## src/rtl/rs_decode_pkg.sv

```systemverilog
// Shared RS(15,9) over GF(16) definitions: field constants, lookup tables, FSM states.
package rs_decode_pkg;
  localparam int WORD_WIDTH = 4;
  localparam int K_NUM      = 9;
  localparam int N_NUM      = 15;
  localparam int PAR_NUM    = N_NUM - K_NUM;

  localparam logic [4:0] PRIME_POLY = 5'b10011;

  localparam logic [3:0] A_1DEGREE = 4'b0010;
  localparam logic [3:0] A_2DEGREE = 4'b0100;
  localparam logic [3:0] A_3DEGREE = 4'b1000;
  localparam logic [3:0] A_4DEGREE = 4'b0011;
  localparam logic [3:0] A_5DEGREE = 4'b0110;
  localparam logic [3:0] A_6DEGREE = 4'b1100;
  localparam logic [23:0] A_DEGREES = {A_6DEGREE, A_5DEGREE, A_4DEGREE,
                                       A_3DEGREE, A_2DEGREE, A_1DEGREE};

  typedef enum logic [2:0] {ST_IDLE, ST_SYND, ST_LOCATE, ST_CHECK, ST_DONE} state_t;

  function automatic logic [3:0] gf2_add(input logic [3:0] a, input logic [3:0] b);
    return a ^ b;
  endfunction

  // Carry-less product followed by reduction modulo x^4+x+1.
  function automatic logic [3:0] gf2_3mult(input logic [3:0] a, input logic [3:0] b);
    logic [6:0] p;
    p = '0;
    for (int i = 0; i < 4; i++)
      if (b[i]) p = p ^ ({3'b000, a} << i);
    for (int i = 6; i >= 4; i--)
      if (p[i]) p = p ^ ({2'b00, PRIME_POLY} << (i - 4));
    return p[3:0];
  endfunction

  function automatic logic [3:0] gf_inv(input logic [3:0] a);
    case (a)
      4'h1: return 4'h1;  4'h2: return 4'h9;  4'h3: return 4'hE;  4'h4: return 4'hD;
      4'h5: return 4'hB;  4'h6: return 4'h7;  4'h7: return 4'h6;  4'h8: return 4'hF;
      4'h9: return 4'h2;  4'hA: return 4'hC;  4'hB: return 4'h5;  4'hC: return 4'hA;
      4'hD: return 4'h4;  4'hE: return 4'h3;  4'hF: return 4'h8;  default: return 4'h0;
    endcase
  endfunction

  function automatic logic [3:0] gf_log(input logic [3:0] a);
    case (a)
      4'h2: return 4'd1;   4'h3: return 4'd4;   4'h4: return 4'd2;   4'h5: return 4'd8;
      4'h6: return 4'd5;   4'h7: return 4'd10;  4'h8: return 4'd3;   4'h9: return 4'd14;
      4'hA: return 4'd9;   4'hB: return 4'd7;   4'hC: return 4'd6;   4'hD: return 4'd13;
      4'hE: return 4'd11;  4'hF: return 4'd12;  default: return 4'd0;
    endcase
  endfunction
endpackage

```

## src/rtl/rs_decode_syndrome.sv

```systemverilog
// Six Horner lanes: each step S_i <= S_i*a^i + r, so after 15 symbols S_i = r(a^i).
module rs_syndrome
  import rs_decode_pkg::*;
(
  input  logic        clk,
  input  logic        rst_n,
  input  logic        clr,
  input  logic        en,
  input  logic [3:0]  sym,
  output logic [23:0] synd
);
  always_ff @(posedge clk) begin
    if (!rst_n || clr) begin
      synd <= '0;
    end else if (en) begin
      for (int i = 0; i < PAR_NUM; i++)
        synd[4*i +: 4] <= gf2_add(gf2_3mult(synd[4*i +: 4], A_DEGREES[4*i +: 4]), sym);
    end
  end
endmodule

```

## src/rtl/rs_decode.sv

```systemverilog
// RS(15,9) single-symbol-correcting decoder: serial syndromes, then locate/check/correct.
module rs_decode
  import rs_decode_pkg::*;
(
  input  logic        clk,
  input  logic        rst_n,
  input  logic        data_en,
  input  logic [59:0] codein,
  output logic        busy,
  output logic        data_rdy,
  output logic [35:0] dataout,
  output logic        err_det,
  output logic        err_fix,
  output logic        err_fail,
  output logic [3:0]  err_pos
);
  state_t      state;
  logic [3:0]  cnt;
  logic [59:0] shift_code;
  logic        data_en_q;
  logic        start;
  logic [23:0] synd;
  logic [3:0]  s [PAR_NUM];
  logic [3:0]  x_loc, e_val, j_pos;
  logic        loc_clean, loc_fail, fix, fail;
  logic        chk_ok;
  logic [5:0]  corr_sh;
  logic [35:0] corr;

  assign start = data_en && !data_en_q && !busy;

  rs_syndrome u_synd (
    .clk   (clk),
    .rst_n (rst_n),
    .clr   (start),
    .en    (state == ST_SYND),
    .sym   (shift_code[59:56]),
    .synd  (synd)
  );

  always_comb begin
    for (int i = 0; i < PAR_NUM; i++) s[i] = synd[4*i +: 4];
  end

  // A genuine single error makes the syndromes a geometric sequence with ratio X.
  always_comb begin
    chk_ok = 1'b1;
    for (int i = 1; i < PAR_NUM - 1; i++)
      if (s[i+1] != gf2_3mult(s[i], x_loc)) chk_ok = 1'b0;
  end

  always_comb begin
    corr_sh = {j_pos - 4'd6, 2'b00};
    corr    = '0;
    if (fix && j_pos >= 4'(PAR_NUM)) corr = {32'd0, e_val} << corr_sh;
  end

  always_ff @(posedge clk) begin
    if (start) shift_code <= codein;
    else if (state == ST_SYND) shift_code <= {shift_code[55:0], shift_code[59:56]};
  end

  always_ff @(posedge clk) begin
    if (!rst_n) begin
      state     <= ST_IDLE;
      cnt       <= '0;
      data_en_q <= 1'b0;
      busy      <= 1'b0;
      data_rdy  <= 1'b0;
      dataout   <= '0;
      err_det   <= 1'b0;
      err_fix   <= 1'b0;
      err_fail  <= 1'b0;
      err_pos   <= '0;
      x_loc     <= '0;
      e_val     <= '0;
      j_pos     <= '0;
      loc_clean <= 1'b0;
      loc_fail  <= 1'b0;
      fix       <= 1'b0;
      fail      <= 1'b0;
    end else begin
      data_en_q <= data_en;
      case (state)
        ST_IDLE: if (start) begin
          busy     <= 1'b1;
          data_rdy <= 1'b0;
          err_det  <= 1'b0;
          err_fix  <= 1'b0;
          err_fail <= 1'b0;
          err_pos  <= '0;
          cnt      <= '0;
          state    <= ST_SYND;
        end
        ST_SYND: begin
          cnt <= cnt + 4'd1;
          if (cnt == 4'(N_NUM - 1)) state <= ST_LOCATE;
        end
        ST_LOCATE: begin
          loc_clean <= (synd == '0);
          loc_fail  <= (synd != '0) && (s[0] == '0 || s[1] == '0);
          x_loc     <= gf2_3mult(s[1], gf_inv(s[0]));
          e_val     <= gf2_3mult(gf2_3mult(s[0], s[0]), gf_inv(s[1]));
          state     <= ST_CHECK;
        end
        ST_CHECK: begin
          fix   <= !loc_clean && !loc_fail && chk_ok;
          fail  <= loc_fail || (!loc_clean && !chk_ok);
          j_pos <= gf_log(x_loc);
          state <= ST_DONE;
        end
        ST_DONE: begin
          dataout  <= shift_code[59:24] ^ corr;
          err_det  <= fix || fail;
          err_fix  <= fix;
          err_fail <= fail;
          err_pos  <= fix ? j_pos : 4'd0;
          busy     <= 1'b0;
          data_rdy <= 1'b1;
          state    <= ST_IDLE;
        end
        default: state <= ST_IDLE;
      endcase
    end
  end
endmodule

```

## config.mk

```make
export PLATFORM = sky130hd
export DESIGN_NAME = rs_decode
export DESIGN_NICKNAME = d
export VERILOG_FILES = /design/src/rtl/rs_decode_pkg.sv /design/src/rtl/rs_decode_syndrome.sv /design/src/rtl/rs_decode.sv
export SDC_FILE = /design/constraint.sdc
export NUM_CORES = 1
export LEC_CHECK = 0
export ABC_CLOCK_PERIOD_IN_PS = 3000
export CORE_ASPECT_RATIO = 0.7
export CORE_MARGIN = 2
export CORE_UTILIZATION = 27
export DETAILED_ROUTE_END_ITERATION = 8
export GPL_ROUTABILITY_DRIVEN = 0
export RECOVER_POWER = 50
export SYNTH_ARGS = -nofsm -noshare
export SYNTH_HDL_FRONTEND = slang
export SYNTH_SLANG_ARGS = --single-unit
```

## constraint.sdc

```tcl
create_clock -name clk -period 3 [get_ports clk]
set_input_delay 0.6 -clock clk [delete_from_list [all_inputs] [get_ports clk]]
set_output_delay 0.6 -clock clk [all_outputs]
set_load 0.02 [all_outputs]
```

# Yosys cells after proc, flatten, opt, wreduce, memory -nomap -nowiden
# Memories as Yosys holds them, arrays and structs flattened. A register that Yosys moved wholly into a read port is not among the register bits.
# Index checks and enable logic that the tools add are counted.
# totals
register_bits,149
rom_bits,192
word_cells,323
memories,3
# mem_list
name,words,width,rd,rd_ports_with_merged_regs,wr,line_no,source
(no name shown),16,4,1,1,0,rs_decode_pkg.sv:37,case (a)
(no name shown),16,4,1,1,0,rs_decode_pkg.sv:37,
(no name shown),16,4,1,1,0,rs_decode_pkg.sv:46,case (a)
# op_classes
n_addsub,2
magnitude_cmp,1
eq_ne,11
shift,1
muxes,188
bitwise,70
reduce_logical,29
# ops
operator,count
2-to-1 mux 7 bit,63
2-to-1 mux 4 bit,44
2-to-1 mux 60 bit,2
2-to-1 mux 6 bit,18
2-to-1 mux 5 bit,18
NOT 2 bit,39
XOR 7 x 5 -> 7 bit,8
XOR 7 x 6 -> 7 bit,8
XOR 7 bit,8
2-to-1 mux 3 bit,15
2-to-1 mux 36 bit,1
left shift 4 x 6 -> 36 bit,1
XOR 36 bit,1
2-to-1 mux 2 bit,13
zero test 24 bit,1
nonzero test 24 bit,1
XOR 4 bit,6
!= test 4 bit,4
case mux 4 bit (2 select lines),2
case mux 3 bit (4 select lines),1
case mux 1 bit (2 select lines),5
zero test 4 bit,2
logical AND 1 bit,7
zero test 1 bit,7
other kinds (14),27

# Depth between registers and ports, before layout
# logic_depth
ltp_word,52
mapped_depth,11
mapped_depth_nobuf,10

# Hierarchy
# From an unflattened synthesis, not the netlist that was laid out.
# unflattened
hier_cells,1110
area_unflattened_um2,9153.8
# by_module_without_submodules
mod,n_inst,cells_each,area_each_um2
rs_decode,1,981,7980.2
rs_syndrome,1,129,1173.6

# Least setup slack after synthesis
# Ideal clock, no wire load.
# synth_path
path_type,register to register
from,register state[0]
to,register shift_code[0] (enable)
setup_ps,661
arrival_ps,2491
t_required_ps,2339
path_slack_ps,-152
stages_incl_launch_ff,7
path_buffers,3
synth_period_minus_slack_ps,3152
cell_sequence,dfxtp_1 > nor2b_1 > nand2b_1 > buf_1 > clkbuf_1 > clkbuf_1 > nand2_1
# synth_between
elab_chain_len,2
# synth_rtl
item,line_no,source
"start, declared",rs_decode.sv:17,state_t state;
"start signal, assigned",rs_decode.sv:65,state <= ST_IDLE;
"start signal, assigned",rs_decode.sv:93,state <= ST_SYND;
"start signal, assigned",rs_decode.sv:97,if (cnt == 4'(N_NUM - 1)) state <= ST_LOCATE;
equality test 3 x 1 -> 1 bit,rs_decode.sv:60,"else if (state == ST_SYND) shift_code <= {shift_code[55:0], shift_code[59:56]};"
nonzero test 2 bit (no line),-,
"end signal, assigned",rs_decode.sv:59,if (start) shift_code <= codein;
"end signal, assigned",rs_decode.sv:60,
"end, declared",rs_decode.sv:19,logic [59:0] shift_code;
# Every way passes these cells.
# A chain may end at the register's enable or synchronous reset.

# Worst setup path in the final report
# layout_path
from,input rst_n
to,register dataout[3]
# layout_lines
item,line_no,source
"start, declared",rs_decode.sv:6,"input logic rst_n,"
"end signal, assigned",rs_decode.sv:113,dataout <= shift_code[59:24] ^ corr;
"end, declared",rs_decode.sv:11,"output logic [35:0] dataout,"
# No word-level cell between the ends.

==> flow_summary_export.csv <==
group,metric,value,unit
critical_path,worstPathArrival,2.98,ns
timing,finalHoldViolations,0,
critical_path,path_buf_inv,4,
cts,hold_buffers,0,
die,die_y,161,um
final_layout,nNetsFinal,1295,
critical_path,path_cells,"dlygate4sd3_1 -> clkbuf_1 -> clkinv_1 -> clkbuf_1 -> a211oi_1",
timing,final.setup_skew,0.0102,ns
critical_path,critical_path.slowest_cell,"dlygate4sd3_1",
final_layout,final_cell_count_no_fill,1688,
cts,postCtsResizedCells,0,
synthesis,synthCells,1122,
synthesis,synth_edf_count,60,
cts,clk_pin_slew,0.06,ns
global_routing,grt_overflow_total,0,
die,start_util,27.3,%
cts,cts_root_buf,"clkbuf_16",
cts,cts_max_path_buffers,2,
synthesis,netlist_area,9480,sq um
placement,place_ws,0.215,ns
detailed_routing,viasPerCell,4.60,
cts,clock_sinks,161,
die,row_count,57,
hold_path,hold_end,"err_fail",
power,internal_power,3.97,mW
detailed_routing,drt_wl_total,25.4,mm
timing,finalCriticalPeriod,2.64,ns
detailed_routing,drt-initial-drc-count,682,
hold_path,hp-start,"err_fail",
cts,clock_latency,0.45,ns
critical_path,end_kind,"flop",
power,clkPwrFrac,35.9,%
synthesis,synth-main-ff-cell,"dfxtp_1",
timing,rsz0062_at_grt,"no",
placement,numPortBuffers,107,
timing,min_period_over_period,87.9,%
final_layout,area_growth,22.3,%
power,power.total,5.63,mW
placement,post-dp-hpwl,18.7,mm
timing,finalSetupTns,0,ns
cts,cts-htree-levels,4,
timing,maxSlewHeadroom,11.7,%
power,power_leakage,4.37,nW
global_routing,antenna_found_initial,1,
critical_path,r2r-start,"state[0]",
critical_path,critical-path-max-stage-delay,0.59,ns
critical_path,cp_top_family,"buffers and inverters",
placement,placed_cells,1655,
timing,max_slew.worst_pin.slew,1.32,ns
hold_path,hold_path.class,"flop to flop",
synthesis,yosysSeqAreaShare,40.3,%
synthesis,netlist.area_leader.share,21.3,%
synthesis,synth_cell_types,59,
cts,cts_tree,"yes",
critical_path,r2r_setup_slack,0.41,ns
detailed_routing,vias,7763,
placement,dpl_cell_area,11100,sq um
global_routing,grt.busiest_layer,"met1",
synthesis,yosysWarnings,0,
power,switching_power,1.66,mW
job,drv_cap,0,
timing,layout_setup_ws,0.363,ns
detailed_routing,wl_per_cell,15.0,um
global_routing,met1_usage,21.0,%
final_layout,fillers,3609,
synthesis,syn_avg_cell_area,8.45,sq um
critical_path,r2r_cells,9,
outcome,status,"complete, no violations",
global_routing,grt_pass1_wl,40.3,mm
cts,cts-buffers-inserted,17,
final_layout,drive_above_1_share,7.57,%
synthesis,ys_ff_latch,161,
synthesis,synth_most_common_cell,"nand2_1",
power,pwr-share-seq,47.3,%
global_routing,use_met3,3.94,%
hold_path,worstHoldPathCells,2,
power,powerDensity,486,nW/um^2
synthesis,async_flop_share,0,%
detailed_routing,first_pass_iters,5,
critical_path,crit_required,3.35,ns
die,pin_count,108,
synthesis,synth_area_leaders,"dfxtp_1 (21%), edfxtp_1 (19%), nand2_1 (12%), xnor2_1 (6.9%), xor2_1 (5.7%)",
critical_path,path_common_cell,"clkbuf_1",
critical_path,critPathMaxFanout,15,
final_layout,stdcell_area,11600,sq um
global_routing,grt_use_total,14.0,%
power,netSwitchingFraction,29.5,%
synthesis,synthTopCellsByCount,"nand2_1 (311), dfxtp_1 (101), nor2_1 (84), xnor2_1 (75), xor2_1 (62)",
timing,setup_violations,0,
global_routing,met2_usage,19.4,%
timing,drv_slew,0,
critical_path,critPathKind,"primary input to flop",
die,die_w,228,um
power,ir_worst_vdd,238,uV
detailed_routing,drc_errors,0,
global_routing,grt_pass1_vias,7350,
detailed_routing,final_antenna_net_count,0,
timing,timing.fmax,379,MHz
power,p_comb_share,16.8,%
critical_path,crit_path_start_kind,"primary input",
cts,post_cts.repair.setup_buffers,0,
synthesis,syn_nets,1215,
global_routing,grt_max_degree,62,
synthesis,synth_area_leader_cell,"dfxtp_1",
die,core_area,34700,sq um
die,die_area,36600,sq um
## layer usage
layer,vias up,wire length (um)
li1,3911,-
met1,3606,13200
met2,228,10100
met3,18,1830
met4,0,242
met5,-,0
## sequential cells by signal, summed over array words and instances, names as in the netlist, 4 cells and up, named ones only
name,count
shift_code,60
dataout,36
u_synd.synd,24
cnt,4
e_val,4
err_pos,4
j_pos,4
x_loc,4
## cells by family after synthesis
logic type                 count (synthesis)  synth area share [%]
muxes                                     22                  2.50
DFF                                      161                  40.3
and+or+nand+nor                          492                  22.1
adders and majority gates                 30                  3.96
AOI/OAI and AO/OA                        160                  11.2
xor gates and xnor gates                 145                  14.6
buffers and inverters                    112                  5.35
## power groups by stage
stage	combinational (mW)	clock, mW	sequential [mW]
2_1_floorplan	0.700	0	2.61
3_3_place_gp	0.935	0	2.71
3_5_place_dp	0.951	0	2.71
4_1_cts	0.956	2.07	2.66
5_1_grt	1.06	2.16	2.69
6_report	0.945	2.02	2.66
## cell type report
| class | instances | area [sq um] | share of cell area (%) |
|---|---|---|---|
| Clock inverter | 15 | 111 | 0.960 |
| Tap cell | 472 | 591 | 5.09 |
| Sequential cell | 161 | 3820 | 33.0 |
| Multi-Input combinational cell | 849 | 5150 | 44.4 |
| Clock buffer | 17 | 425 | 3.67 |
| Antenna cell | 1 | 2.50 | 0.0216 |
| Inverter | 28 | 105 | 0.906 |
| Timing Repair Buffer | 145 | 1390 | 12.0 |
## placed cells by master, fill, tap and decap left out, types with 4 or more instances in the layout
cell type,instances
edfxtp_1,60
clkinv_2,4
xnor2_1,75
nand2_1,311
clkinv_4,4
clkinvlp_4,4
mux2_2,9
a311oi_1,4
a21oi_1,46
clkbuf_16,17
nor3_1,5
nand2b_1,7
or3_1,11
dfxtp_1,101
nor2_1,84
buf_12,4
nand3_1,28
buf_4,29
inv_1,26
dlygate4sd3_1,34
a221oi_1,4
nand4_1,7
a211oi_1,48
o211ai_1,6
o21ai_0,32
clkbuf_1,4
nand3b_1,4
mux2i_1,12
xnor3_1,8
clkdlybuf4s50_1,73
nor2b_1,7
nor4_1,4
ha_1,30
xor2_1,62
## tightest hold or removal path, delay by kind of cell (launching register included)
family | cells | cell delay [ns]
and+or+nand+nor | 1 | 0.06
AOI/OAI and AO/OA | 1 | 0.06
DFF | 1 | 0.31
## how the worst max path moves through the flow
stage	startpoint	to	cells after the start
floorplan	state[0]	shift_code[0]	6
global placement	data_en	flop	9
detailed placement	data_en	flop	9
CTS	x_loc[3]	fail	8
global route	rst_n	e_val[3]	5
finish	rst_n	dataout[3]	5
## metrics by stage
step,util [%],hold WS (ns)
2_1_floorplan,-,0.435
3_3_place_gp,32.0,0.461
3_5_place_dp,32.0,0.461
4_1_cts,33.5,0.471
5_1_grt,33.4,0.514
6_report,33.5,0.467
No activity file was read; power rests on OpenSTA's default activity.
